`config.mk`:
```
export PLATFORM = sky130hd
export DESIGN_NAME = vga_timing_gen
export DESIGN_NICKNAME = d
export VERILOG_FILES = /design/src/rtl/vga_timing_gen.sv
export SDC_FILE = /design/constraint.sdc
export NUM_CORES = 1
export LEC_CHECK = 0
export ABC_AREA = 1
export CORE_MARGIN = 4
export CORE_UTILIZATION = 30
export CTS_CLUSTER_SIZE = 40
export DETAILED_ROUTE_END_ITERATION = 16
export PLACE_DENSITY_LB_ADDON = 0.1
export SETUP_SLACK_MARGIN = 0.05
export SYNTH_ARGS = -nofsm -noshare
export SYNTH_HDL_FRONTEND = slang
export SYNTH_SLANG_ARGS = --single-unit
export TNS_END_PERCENT = 20
```
`constraint.sdc`:
```
create_clock -name clk_i -period 2 [get_ports clk_i]
set_input_delay 0.4 -clock clk_i [delete_from_list [all_inputs] [get_ports clk_i]]
set_output_delay 0.4 -clock clk_i [all_outputs]
set_load 0.02 [all_outputs]
```
`src/rtl/vga_timing_gen.sv`:
```
// Parametrised VGA raster timing generator with an internal pixel-clock enable,
// one-pixel-ahead coordinates and a registered RGB332 -> RGB888 output stage.
module vga_timing_gen #(
    parameter int unsigned CLK_DIV  = 2,
    parameter int unsigned H_ACTIVE = 640,
    parameter int unsigned H_FP     = 16,
    parameter int unsigned H_SYNC   = 96,
    parameter int unsigned H_BP     = 48,
    parameter int unsigned V_ACTIVE = 480,
    parameter int unsigned V_FP     = 10,
    parameter int unsigned V_SYNC   = 2,
    parameter int unsigned V_BP     = 33,
    parameter bit          HS_POL   = 1'b0,
    parameter bit          VS_POL   = 1'b0,
    localparam int unsigned H_TOTAL = H_ACTIVE + H_FP + H_SYNC + H_BP,
    localparam int unsigned V_TOTAL = V_ACTIVE + V_FP + V_SYNC + V_BP,
    localparam int          XW      = $clog2(H_TOTAL),
    localparam int          YW      = $clog2(V_TOTAL)
) (
    input  logic          clk_i,
    input  logic          rst_ni,
    input  logic          en_i,
    input  logic [7:0]    color_i,
    output logic          pix_ce_o,
    output logic [XW-1:0] x_o,
    output logic [YW-1:0] y_o,
    output logic          frame_start_o,
    output logic          line_start_o,
    output logic          hsync_o,
    output logic          vsync_o,
    output logic          blank_n_o,
    output logic [7:0]    r_o,
    output logic [7:0]    g_o,
    output logic [7:0]    b_o
);

    localparam int DW = (CLK_DIV > 1) ? $clog2(CLK_DIV) : 1;

    localparam logic [DW-1:0] DIV_LAST = DW'(CLK_DIV - 1);
    localparam logic [XW-1:0] X_LAST   = XW'(H_TOTAL - 1);
    localparam logic [YW-1:0] Y_LAST   = YW'(V_TOTAL - 1);

    localparam int unsigned HS_START = H_ACTIVE + H_FP;
    localparam int unsigned HS_END   = HS_START + H_SYNC;
    localparam int unsigned VS_START = V_ACTIVE + V_FP;
    localparam int unsigned VS_END   = VS_START + V_SYNC;

    logic [DW-1:0] dcnt_q, dcnt_d;
    logic          pix_ce_q, pix_ce_d;
    logic [XW-1:0] x_q, x_d;
    logic [YW-1:0] y_q, y_d;
    logic          hsync_q, hsync_d;
    logic          vsync_q, vsync_d;
    logic          blank_n_q, blank_n_d;
    logic [7:0]    r_q, r_d;
    logic [7:0]    g_q, g_d;
    logic [7:0]    b_q, b_d;

    logic [31:0]   x_ext, y_ext;
    logic          vis, hs, vs;

    // Stage-0 decode; widened so window ends equal to the total never overflow.
    always_comb begin
        x_ext = 32'(x_q);
        y_ext = 32'(y_q);
        vis   = (x_ext < H_ACTIVE) && (y_ext < V_ACTIVE);
        hs    = (x_ext >= HS_START) && (x_ext < HS_END);
        vs    = (y_ext >= VS_START) && (y_ext < VS_END);
    end

    always_comb begin
        // NOTE: every _d gets a hold default first so no path can infer a latch.
        dcnt_d    = dcnt_q;
        pix_ce_d  = 1'b0;
        x_d       = x_q;
        y_d       = y_q;
        hsync_d   = hsync_q;
        vsync_d   = vsync_q;
        blank_n_d = blank_n_q;
        r_d       = r_q;
        g_d       = g_q;
        b_d       = b_q;

        if (!en_i) begin
            dcnt_d    = '0;
            x_d       = '0;
            y_d       = '0;
            hsync_d   = ~HS_POL;
            vsync_d   = ~VS_POL;
            blank_n_d = 1'b0;
            r_d       = '0;
            g_d       = '0;
            b_d       = '0;
        end else begin
            // Registered enable: first pulse lands CLK_DIV clocks after en_i rises.
            dcnt_d   = (dcnt_q == DIV_LAST) ? '0 : dcnt_q + 1'b1;
            pix_ce_d = (dcnt_q == DIV_LAST);

            if (pix_ce_q) begin
                if (x_q == X_LAST) begin
                    x_d = '0;
                    y_d = (y_q == Y_LAST) ? '0 : y_q + 1'b1;
                end else begin
                    x_d = x_q + 1'b1;
                end

                hsync_d   = hs ? HS_POL : ~HS_POL;
                vsync_d   = vs ? VS_POL : ~VS_POL;
                blank_n_d = vis;
                r_d       = vis ? {color_i[7:5], color_i[7:5], color_i[7:6]} : 8'h00;
                g_d       = vis ? {color_i[4:2], color_i[4:2], color_i[4:3]} : 8'h00;
                b_d       = vis ? {4{color_i[1:0]}} : 8'h00;
            end
        end
    end

    // NOTE: state flops use non-blocking assignments so all update together.
    always_ff @(posedge clk_i or negedge rst_ni) begin
        if (!rst_ni) begin
            dcnt_q    <= '0;
            pix_ce_q  <= 1'b0;
            x_q       <= '0;
            y_q       <= '0;
            hsync_q   <= ~HS_POL;
            vsync_q   <= ~VS_POL;
            blank_n_q <= 1'b0;
            r_q       <= '0;
            g_q       <= '0;
            b_q       <= '0;
        end else begin
            dcnt_q    <= dcnt_d;
            pix_ce_q  <= pix_ce_d;
            x_q       <= x_d;
            y_q       <= y_d;
            hsync_q   <= hsync_d;
            vsync_q   <= vsync_d;
            blank_n_q <= blank_n_d;
            r_q       <= r_d;
            g_q       <= g_d;
            b_q       <= b_d;
        end
    end

    assign pix_ce_o      = pix_ce_q;
    assign x_o           = x_q;
    assign y_o           = y_q;
    assign frame_start_o = pix_ce_q && (x_q == '0) && (y_q == '0);
    assign line_start_o  = pix_ce_q && (x_q == '0);
    assign hsync_o       = hsync_q;
    assign vsync_o       = vsync_q;
    assign blank_n_o     = blank_n_q;
    assign r_o           = r_q;
    assign g_o           = g_q;
    assign b_o           = b_q;

endmodule

```
==> key figures <==
Critical path
  – R2R depth: 9
  – FF-to-FF setup slack: between 0.3 and 0.4 ns
  – Critical Path Start Type: register
  – Crit path arrival time: 1.55 ns
  – Worst r2r src: x_o[1]$_DFFE_PN0P_
  – CP Max Fanout: 2
  – Setup crit end kind: output pin
  – CP required: 1.60 ns
  – Worst setup path category: register to output pin
  – Reg2reg end: y_o[9]$_DFFE_PN0P_

Final layout
  – Layout cells sized above 1: 0.206
  – Area Growth Syn to Fin: 44.8%
  – # nets final: between 300 and 400
  – Final Instance Area: around 3000 um2
  – Fillers: 662
  – Final cell count without fillers: 422
  – Antenna diodes: 0

Timing
  – Unrepaired setup endpoints after global routing: yes
  – Finish-stage setup viols: 0
  – Worst slew pin tran: roughly 0.43 ns
  – Final WS setup: around 0.045 ns
  – Rel. slew slack: 0.711
  – Final hold slack: ~0.42 ns
  – Final hold vios: 0
  – Min Tclk post-route: approximately 2 ns
  – Part of the cycle the worst path needs: 0.977
  – F_max: between 0.5 and 0.6 GHz
  – Final Max Tran Viols: 0
  – Skew final: approximately 0.012 ns

CTS
  – Hold_buf cts: 0
  – CTS tree: built
  – Clk pin slew, worst setup/hold paths: approximately 0.07 ns
  – Later-pin clock latency in the skew report: 0.29 ns
  – Post-CTS Setup Repair Bufs: 0
  – Num CTS Buffers: 5
  – CTS root buf: clkbuf_8
  – Clock Path Buffers: 2
  – H-tree depth: 2
  – CTS Sinks: 33

Place
  – Port Buf Inserts: 60
  – Placed inst area: 2830 um2
  – Placed Instances: approximately 410
  – Routability cong.: 0.829
  – Dpl hpwl: 4320 um
  – Pre-CTS setup slack: -0.118 ns

Logic synthesis
  – Leading cell types by count after synthesis: 69 x nand2_1, 33 x nand3_1, 31 x dfrtp_1
  – Post-Syn Area: 2050 um2
  – Synth Flop Type: dfrtp_1
  – Flip-flop and latch count after synthesis: 33
  – Yosys top cell area share: 0.379
  – Top cells by area, synth: dfrtp_1 38%, nand2_1 13%, nand3_1 8.1%
  – YS warnings: 0
  – Syn nets: ~280
  – Post-synth top area cell: dfrtp_1
  – FFs w/ async S/R, synth: 1.00
  – Cell with the most instances after synthesis: nand2_1
  – Sequential area share after synthesis: 0.404
  – Yosys cell types: 30
  – EDFF count, synth: 0
  – Syn avg cell area: 7.67 um2
  – Post-Syn Instances: 267

Floorplan
  – Die Height: between 90 and 100 um
  – Row count: 29
  – Die ar.: just over 8000 um2
  – Die width: approximately 91 um
  – Core ar.: ~6500 um2
  – Io pins: 61
  – Initial Util: 0.315

Hold path
  – Hold path start: dcnt_q$_DFF_PN0_
  – Worst hold path class: register to register
  – WHS Endpoint: dcnt_q$_DFF_PN0_
  – Hold depth: 1

Power
  – Pleak: 1.42 nW
  – Power density over the cells: 529 nW/um2
  – Max VDD drop: 0.000235 V
  – Overall power: around 1.6 mW

Route
  – Vias: approximately 1900
  – DRT Wirelength: between 5000 and 6000 um
  – DRC: 0
  – Pre-antenna DRT Iters: 4
  – Vias per cell: roughly 4.6
  – DR iter-0 viols: 82
  – Antenna viol nets, final: 0
  – Wire per inst: ~13 um

GRT
  – Overall routing resource usage: 0.140
  – First-pass GRT wire length: between 9000 and 10000 um
  – Initial antenna violation count: 0
  – Global route overflow: 0
  – Number of global-route vias before repair: around 1900
  – Largest net degree at the start of global routing: 34

Outcome
  – Status: complete, no violations

Job
  – Max Cap Viol: 0
[metal layers]
| metal | share of wire | global-route usage | vias to the layer above |
|---|---|---|---|
| met5 | 0 | 0 | - |
| met4 | 0.016 | 0.0574 | 0 |
| met3 | 0.059 | 0.0325 | 7 |
| met2 | 0.42 | 0.208 | 59 |
| met1 | 0.50 | 0.195 | 872 |
| li1 | - | - | 992 |
[worst max-delay path, stage by stage, from the launching register on]
cell and delay [ns]:
dfrtp_1 0.38, or2_4 0.26, nor2_4 0.08, nand3_2 0.09, nor4_4 0.28, buf_4 0.18
[where the power goes]
part	internal, mW	total (mW)	switching, mW
Sequential	0.691	0.706	0.0152
Clock	0.311	0.551	0.240
Combinational	0.142	0.312	0.170
Total	1.14	1.57	0.425
[cell usage in the layout (no fill, tap or decap), types with 4 or more instances in the layout]
cell type | Yosys | routed
inv_1 | 26 | 25
xor2_1 | 4 | 4
nand3_1 | 33 | 31
nand4_1 | 7 | 7
nor2_4 | 5 | 6
inv_2 | 4 | 5
a21oi_1 | 7 | 7
dfrtp_1 | 31 | 31
nand2_2 | 5 | 6
buf_4 | 16 | 30
clkbuf_8 | 0 | 7
ha_1 | 4 | 4
nor2_1 | 26 | 25
clkdlybuf4s50_1 | 0 | 58
nand2_1 | 69 | 68
[logic make-up after synthesis]
group / after synthesis / synth area share
buffers and inverters: 50 / 0.124
AO/OA/AOI/OAI: 16 / 0.0428
adder cells (fa/ha/maj): 4 / 0.0244
AND/OR/NAND/NOR: 160 / 0.387
flip-flops: 33 / 0.404
XOR/XNOR: 4 / 0.0171
[metrics by stage]
| step | setup TNS, ns | util |
|---|---|---|
| 2_1_floorplan | 0 | - |
| 3_3_place_gp | -0.131 | 0.436 |
| 3_5_place_dp | -0.118 | 0.436 |
| 4_1_cts | 0 | 0.452 |
| 5_1_grt | -0.0682 | 0.457 |
| 6_report | 0 | 0.457 |
[layout make-up]
cell class	instances	area [um2]	share of cell area
Sequential cell	33	828	0.279
Timing Repair Buffer	89	817	0.276
Multi-Input combinational cell	184	1000	0.338
Inverter	31	119	0.0401
Clock inverter	1	5.00	0.00169
Clock buffer	7	96.3	0.0325
Tap cell	77	96.3	0.0325
[how the worst max path moves through the flow]
stage | from | endpoint | slack (ns) | cells past startpoint
final | x_o[8]$_DFFE_PN0P_ | frame_start_o | 0.05 | 5
after global routing | x_o[8]$_DFFE_PN0P_ | frame_start_o | -0.07 | 5
after CTS | x_o[9]$_DFFE_PN0P_ | frame_start_o | 0.04 | 5
after detailed placement | y_o[0]$_DFFE_PN0P_ | frame_start_o | -0.12 | 7
after global placement | x_o[0]$_DFFE_PN0P_ | frame_start_o | -0.13 | 5
after floorplan | y_o[0]$_DFFE_PN0P_ | frame_start_o | 0.20 | 6
[flip-flops by register name, summed over array words and instances, names as in the netlist]
signal / count
vsync_o: 1
hsync_o: 1
x_o: 10
r_o: 3
dcnt_q: 1
pix_ce_o: 1
b_o: 2
blank_n_o: 1
y_o: 10
g_o: 3
[what timing repair did]
action	in CTS	in global routing
gates cloned	0	0
resized for setup	10	7
endpoints found under the setup margin	2	2
pin swaps	4	3
Note: power is estimated with default switching activity, not from simulation.
